[config.mk]
export PLATFORM = sky130hd
export DESIGN_NAME = adc_sample_ctrl
export DESIGN_NICKNAME = d
export VERILOG_FILES = /design/src/rtl/adc_pkg.sv /design/src/rtl/sclk_gen.sv /design/src/rtl/adc_sample_ctrl.sv
export SDC_FILE = /design/constraint.sdc
export NUM_CORES = 1
export LEC_CHECK = 0
export ABC_AREA = 1
export CAP_MARGIN = 10
export CORE_MARGIN = 5
export CORE_UTILIZATION = 48
export DETAILED_ROUTE_END_ITERATION = 12
export GPL_TIMING_DRIVEN = 0
export PLACE_DENSITY = 0.72
export SETUP_SLACK_MARGIN = 0.2
export SLEW_MARGIN = 20
export SYNTH_ARGS = -nofsm -noshare
export SYNTH_HDL_FRONTEND = slang
export SYNTH_SLANG_ARGS = --single-unit
[constraint.sdc]
create_clock -name clk -period 1.55 [get_ports clk]
set_clock_uncertainty 0.15 [all_clocks]
set_input_delay 0.155 -clock clk [delete_from_list [all_inputs] [get_ports clk]]
set_output_delay 0.155 -clock clk [all_outputs]
set_load 0.03 [all_outputs]
[src/rtl/adc_pkg.sv]
// Shared types and defaults for the serial ADC sampling controller and its helpers.
package adc_pkg;

  typedef enum logic [2:0] {
    IDLE,
    SETUP,
    SHIFT,
    HOLD,
    CAPTURE,
    QUIET
  } state_t;

  localparam int FRAME_BITS_DEF = 16;
  localparam int LEAD_BITS_DEF  = 4;
  localparam int DATA_BITS_DEF  = 12;

  // Shortest start-to-start spacing that still leaves the full quiet gap.
  function automatic int min_sample_period(input int clk_div, input int frame_bits,
                                           input int quiet_cycles);
    return clk_div * (2 * frame_bits + 2) + 2 + quiet_cycles;
  endfunction

endpackage

[src/rtl/sclk_gen.sv]
// Serial clock generator: idles high, runs low-then-high half periods of CLK_DIV
// clk cycles while run is held, and strobes rise in the cycle sclk goes high.
module sclk_gen #(
  parameter int CLK_DIV = 4
) (
  input  logic clk,
  input  logic rst,
  input  logic run,
  output logic sclk,
  output logic rise
);

  localparam int PW = $clog2(2 * CLK_DIV);
  localparam logic [PW-1:0] LAST = PW'(2 * CLK_DIV - 1);
  localparam logic [PW-1:0] HALF = PW'(CLK_DIV);

  logic [PW-1:0] pos;
  logic [PW-1:0] pos_nxt;
  logic          active;

  // run is a look-ahead: pos_nxt is the phase of the cycle about to start.
  always_comb begin
    pos_nxt = '0;
    if (run && active && (pos != LAST)) pos_nxt = pos + 1'b1;
  end

  always_ff @(posedge clk or negedge rst) begin
    if (!rst) begin
      pos    <= '0;
      active <= 1'b0;
      sclk   <= 1'b1;
      rise   <= 1'b0;
    end else begin
      pos    <= pos_nxt;
      active <= run;
      sclk   <= !(run && (pos_nxt < HALF));
      rise   <= run && (pos_nxt == HALF);
    end
  end

endmodule

[src/rtl/adc_sample_ctrl.sv]
// Serial ADC frame sequencer: drives cs_n/sclk, gates the external shift-in
// register and hands each finished word downstream on a valid/ready handshake.
module adc_sample_ctrl
  import adc_pkg::*;
#(
  parameter int CLK_DIV       = 4,
  parameter int FRAME_BITS    = FRAME_BITS_DEF,
  parameter int LEAD_BITS     = LEAD_BITS_DEF,
  parameter int DATA_BITS     = DATA_BITS_DEF,
  parameter int QUIET_CYCLES  = 8,
  parameter int SAMPLE_PERIOD = 200
) (
  input  logic                 clk,
  input  logic                 rst,
  input  logic                 en,
  input  logic                 trig,
  output logic                 cs_n,
  output logic                 sclk,
  output logic                 shift_ena,
  output logic                 shift_rst_n,
  input  logic [DATA_BITS-1:0] shift_data,
  output logic [DATA_BITS-1:0] dout,
  output logic                 dout_valid,
  input  logic                 dout_ready,
  output logic                 busy,
  output logic                 overrun,
  input  logic                 clr_overrun
);

  localparam int SHIFT_LEN  = 2 * CLK_DIV * FRAME_BITS;
  localparam int MIN_PERIOD = min_sample_period(CLK_DIV, FRAME_BITS, QUIET_CYCLES);
  // A period shorter than one frame would eat the quiet gap; stretch it instead.
  localparam int PERIOD     = (SAMPLE_PERIOD < MIN_PERIOD) ? MIN_PERIOD : SAMPLE_PERIOD;
  localparam int CW         = $clog2(SHIFT_LEN + QUIET_CYCLES + 1);
  localparam int PCW        = $clog2(PERIOD);
  localparam int BW         = $clog2(FRAME_BITS + 1);

  state_t         state;
  state_t         nxt;
  logic [CW-1:0]  cnt;
  logic [PCW-1:0] pcnt;
  logic [BW-1:0]  bit_cnt;
  logic           period_tick;
  logic           start;
  logic           seg_done;
  logic           sclk_rise;
  logic           cs_n_nxt;
  logic           busy_nxt;
  logic           shift_rst_n_nxt;

  always_ff @(posedge clk or negedge rst) begin
    if (!rst)                              pcnt <= '0;
    else if (!en)                          pcnt <= '0;
    else if (pcnt == PCW'(PERIOD - 1))     pcnt <= '0;
    else                                   pcnt <= pcnt + 1'b1;
  end

  assign period_tick = en && (pcnt == '0);
  assign start       = (en && period_tick) || trig;

  always_comb begin
    seg_done = 1'b0;
    unique case (state)
      SETUP:   seg_done = (cnt == CW'(CLK_DIV - 1));
      SHIFT:   seg_done = (cnt == CW'(SHIFT_LEN - 1));
      HOLD:    seg_done = (cnt == CW'(CLK_DIV - 1));
      CAPTURE: seg_done = 1'b1;
      QUIET:   seg_done = (cnt == CW'(QUIET_CYCLES - 1));
      default: seg_done = 1'b0;
    endcase
  end

  always_ff @(posedge clk or negedge rst) begin
    if (!rst) begin
      state <= IDLE;
      cnt   <= '0;
    end else begin
      state <= nxt;
      if ((nxt != state) || (state == IDLE)) cnt <= '0;
      else                                    cnt <= cnt + 1'b1;
    end
  end

  always_comb begin
    nxt = state;
    unique case (state)
      IDLE:    if (start)    nxt = SETUP;
      SETUP:   if (seg_done) nxt = SHIFT;
      SHIFT:   if (seg_done) nxt = HOLD;
      HOLD:    if (seg_done) nxt = CAPTURE;
      CAPTURE:               nxt = QUIET;
      QUIET:   if (seg_done) nxt = IDLE;
      default:               nxt = IDLE;
    endcase
  end

  // Outputs are registered from the next state so they line up with state.
  always_comb begin
    cs_n_nxt        = !(nxt inside {SETUP, SHIFT, HOLD});
    busy_nxt        = (nxt != IDLE);
    shift_rst_n_nxt = !((nxt == SETUP) && (state != SETUP));
  end

  always_ff @(posedge clk or negedge rst) begin
    if (!rst) begin
      cs_n        <= 1'b1;
      busy        <= 1'b0;
      shift_rst_n <= 1'b0;
    end else begin
      cs_n        <= cs_n_nxt;
      busy        <= busy_nxt;
      shift_rst_n <= shift_rst_n_nxt;
    end
  end

  sclk_gen #(
    .CLK_DIV(CLK_DIV)
  ) u_sclk_gen (
    .clk (clk),
    .rst (rst),
    .run (nxt == SHIFT),
    .sclk(sclk),
    .rise(sclk_rise)
  );

  always_ff @(posedge clk or negedge rst) begin
    if (!rst)                bit_cnt <= '0;
    else if (state != SHIFT) bit_cnt <= '0;
    else if (sclk_rise)      bit_cnt <= bit_cnt + 1'b1;
  end

  // Leading zero bits still clock the converter but are kept out of the word.
  assign shift_ena = sclk_rise && (bit_cnt >= BW'(LEAD_BITS));

  always_ff @(posedge clk or negedge rst) begin
    if (!rst) begin
      dout       <= '0;
      dout_valid <= 1'b0;
      overrun    <= 1'b0;
    end else begin
      if ((state == CAPTURE) && (!dout_valid || dout_ready)) begin
        dout       <= shift_data;
        dout_valid <= 1'b1;
      end else if (dout_valid && dout_ready) begin
        dout_valid <= 1'b0;
      end
      if (clr_overrun)
        overrun <= 1'b0;
      else if ((state == CAPTURE) && dout_valid && !dout_ready)
        overrun <= 1'b1;
    end
  end

endmodule
==> flow_summary.yaml <==
status:
  status: "complete, but fails checks"
  violations: "setup timing"
critical_path:
  critPathLaunch: "state[2]"
  startpoint_type: "register"
  critPathTopFamily: "simple AND/OR/NAND/NOR gates"
  worstSetupEndpointType: "register"
  crit-reg2reg-launch: "state[2]"
  reg2reg_depth: 9
  path_buf_inv: 0
  max_stage_delay_ns: 0.48
  path_cells: "nand3_4 > nand2_1 > nand2_2 > nand2_4 > nand3_4 > o22ai_1 > nor2_1 > nand2_8 > nor2_2"
  cp_max_fo: 8
  cp_common_cell: "nand3_4"
  critPathArrivalTime_ns: 1.88
  required_ns: 1.64
  crit_slowest_cell: "dfrtp_2"
  crit_type: "register to register"
  cp.depth: 9
power:
  p_per_area_nw_per_um2: 1510
  power.leakage_nw: 1.62
  power_mw: 5.06
  ir_drop_mv: 1.00
synthesis:
  syn_nets: 267
  seq_area_frac_synth_pct: 51.3
  yosys_register_bits: 47
  syn_avg_cell_area_sq_um: 9.49
  yosysWarnings: 0
  synth_area_sq_um: 2300
  synth_cell_type_count: 31
  synth_cells: 242
layout:
  mostFrequentLayoutCells: "dfrtp_1, inv_1, buf_4"
  diodes: 0
  postLayoutCoreUtil_pct: 71.5
  layout-drive-gt1-share_pct: 46.3
  finalNonFillerCells: 369
  synthToLayoutAreaGrowth_pct: 46.0
  fin_area_sq_um: 3350
  layout_commonest_cell: "dfrtp_1"
  final_net_count: 339
clock_tree:
  cts_buffers: 5
  root_buffer: "clkbuf_8"
  cts_tree: "yes"
  clk_latency_ns: 0.30
  cts.path.max_buffers: 2
  clkSlewWorstSetupHoldPaths_ns: 0.08
  cts_max_level: 2
  clkSinkCount: 47
timing:
  setup-violations-final: 31
  min_period_ns: 1.78
  rsz0062_at_grt: "yes"
  report.final.hold_viol_count: 0
  fmax_mhz: 561
  report.final.slew_viol_count: 0
  tightest_slew_ns: 0.515
  finalWorstSetupSlack_ns: -0.233
  post-route-period-util_pct: 115
  slew_headroom_pct: 65.7
routing:
  wl_per_cell_microns: 14.9
  vias: 1898
  first_pass_iters: 4
  wl_microns: 5500
  drcViolationCount: 0
  drt_iter0_drc: 63
  vias_per_cell: 5.14
  drtAntennaViolNets: 0
floorplanning:
  die_x_microns: 79.2
  dieArea_sq_um: 6270
  core_area_sq_um: 4690
  io_pins: 37
  die-height_microns: 79.2
  num_rows: 25
  initial_core_util_pct: 48.9
placed_design:
  place_hpwl_microns: 3250
  pre_cts_slack_ns: -0.316
  place_area_sq_um: 2790
  dp.cells: 333
  io_buffers: 36
  place.gp.congestion: 0.803
global_routing:
  grt_use_total_pct: 18.4
  antenna_found_initial: 0
  grt_start_max_net_pins: 28
  grt_pass1_wl_microns: 9000
  grt_overflow_total: 0
  grt_pass1_vias: 2027
min_path:
  worst_hold_path_type: "input port to asynchronous set/reset pin"
job:
  drv_cap: 0
## path summary, 6_finish.rpt
path                                           to  slack [ns]
min in group clk                          overrun        0.22
worst max-delay path                       cnt[2]       -0.23
worst min register to register  u_sclk_gen.pos[0]        0.31
worst max register to register             cnt[2]       -0.23
max in group asynchronous         u_sclk_gen.sclk        0.46
worst min-delay path                       cnt[4]        0.20
## routing by layer
layer / track usage (%) / vias up / routed length [microns]
li1: - / 919 / -
met1: 19.9 / 903 / 1960
met2: 33.3 / 62 / 2980
met3: 5.90 / 14 / 414
met4: 6.70 / 0 / 142
met5: 0 / - / 0
## synth_stat cells
library cell  count  share of area (%)
o31ai_1           2               0.65
nand2_2           3               0.82
o21ai_1           1               0.22
mux2_1            2               0.98
nor2_1           25                4.1
xnor2_1           1               0.38
nand3_4           1               0.76
a21oi_1          12                2.6
nand3b_1          1               0.33
inv_2             6               0.98
dfrtp_1          45                 49
inv_1            35                5.7
nand2_4           4                2.0
nor2_2           11                3.0
o22ai_1           1               0.27
nor2_4            2               0.98
nand3_2           2               0.87
a31oi_1           1               0.27
dfstp_2           2                2.3
or2_1             1               0.27
nand4_1           3               0.82
nand3_1          10                2.2
xor2_1            4                1.5
nand2_1          30                4.9
nor3_1           13                2.8
ha_1              7                3.8
buf_2             1               0.22
nor2_8            1               0.87
o21ai_0           4               0.87
nand4_2           1               0.54
mux2_2           10                4.9
## power breakdown
group | total, mW | leakage (nW) | internal, mW | switching [mW]
registers | 1.69 | 0.616 | 1.51 | 0.174
clock network | 1.05 | 0.0654 | 0.644 | 0.410
logic | 2.32 | 0.942 | 0.894 | 1.42
total | 5.06 | 1.62 | 3.05 | 2.01
## state kept, by name, summed over array words and instances, names as in the netlist
signal / cells
bit_cnt: 5
busy: 1
cnt: 8
cs_n: 1
dout: 12
dout_valid: 1
overrun: 1
pcnt: 8
shift_rst_n: 1
state: 3
u_sclk_gen.active: 1
u_sclk_gen.pos: 3
u_sclk_gen.rise: 1
u_sclk_gen.sclk: 1
## cells by family after synthesis
family	Yosys count	share of synthesized area, %
AO/OA/AOI/OAI	21	4.90
XOR/XNOR	5	1.91
adder cells (fa/ha/maj)	7	3.81
buffers and inverters	42	6.92
flip-flops	47	51.3
multiplexers	12	5.89
AND/OR/NAND/NOR	108	25.2
## repair_timing
| item | in CTS | in global routing |
|---|---|---|
| setup buffers | 16 | 10 |
| pin swaps | 21 | 16 |
| gates cloned | 1 | 0 |
| hold buffers | 1 | 0 |
| endpoints found under the hold margin | 20 | 0 |
| setup endpoints to repair | 57 | 56 |
| resized for setup | 93 | 43 |
## area by class of cell
| class | instances | area [sq um] |
|---|---|---|
| Timing Repair Buffer | 65 | 576 |
| Inverter | 41 | 159 |
| Tap cell | 54 | 67.6 |
| Fill cell | 340 | 1340 |
| Sequential cell | 47 | 1180 |
| Multi-Input combinational cell | 153 | 1220 |
| Clock inverter | 2 | 60.1 |
| Buffer | 1 | 15.0 |
| Clock buffer | 6 | 72.6 |
## through the flow
step / TNS (ns) / hold WS (ns)
4_1_cts: -3.07 / 0.214
5_1_grt: -7.09 / 0.222
3_5_place_dp: -6.01 / 0.00675
3_3_place_gp: -58.75 / 0.296
6_report: -4.68 / 0.200
2_1_floorplan: -1.38 / -0.291
No activity file was read; power rests on OpenSTA's default activity.
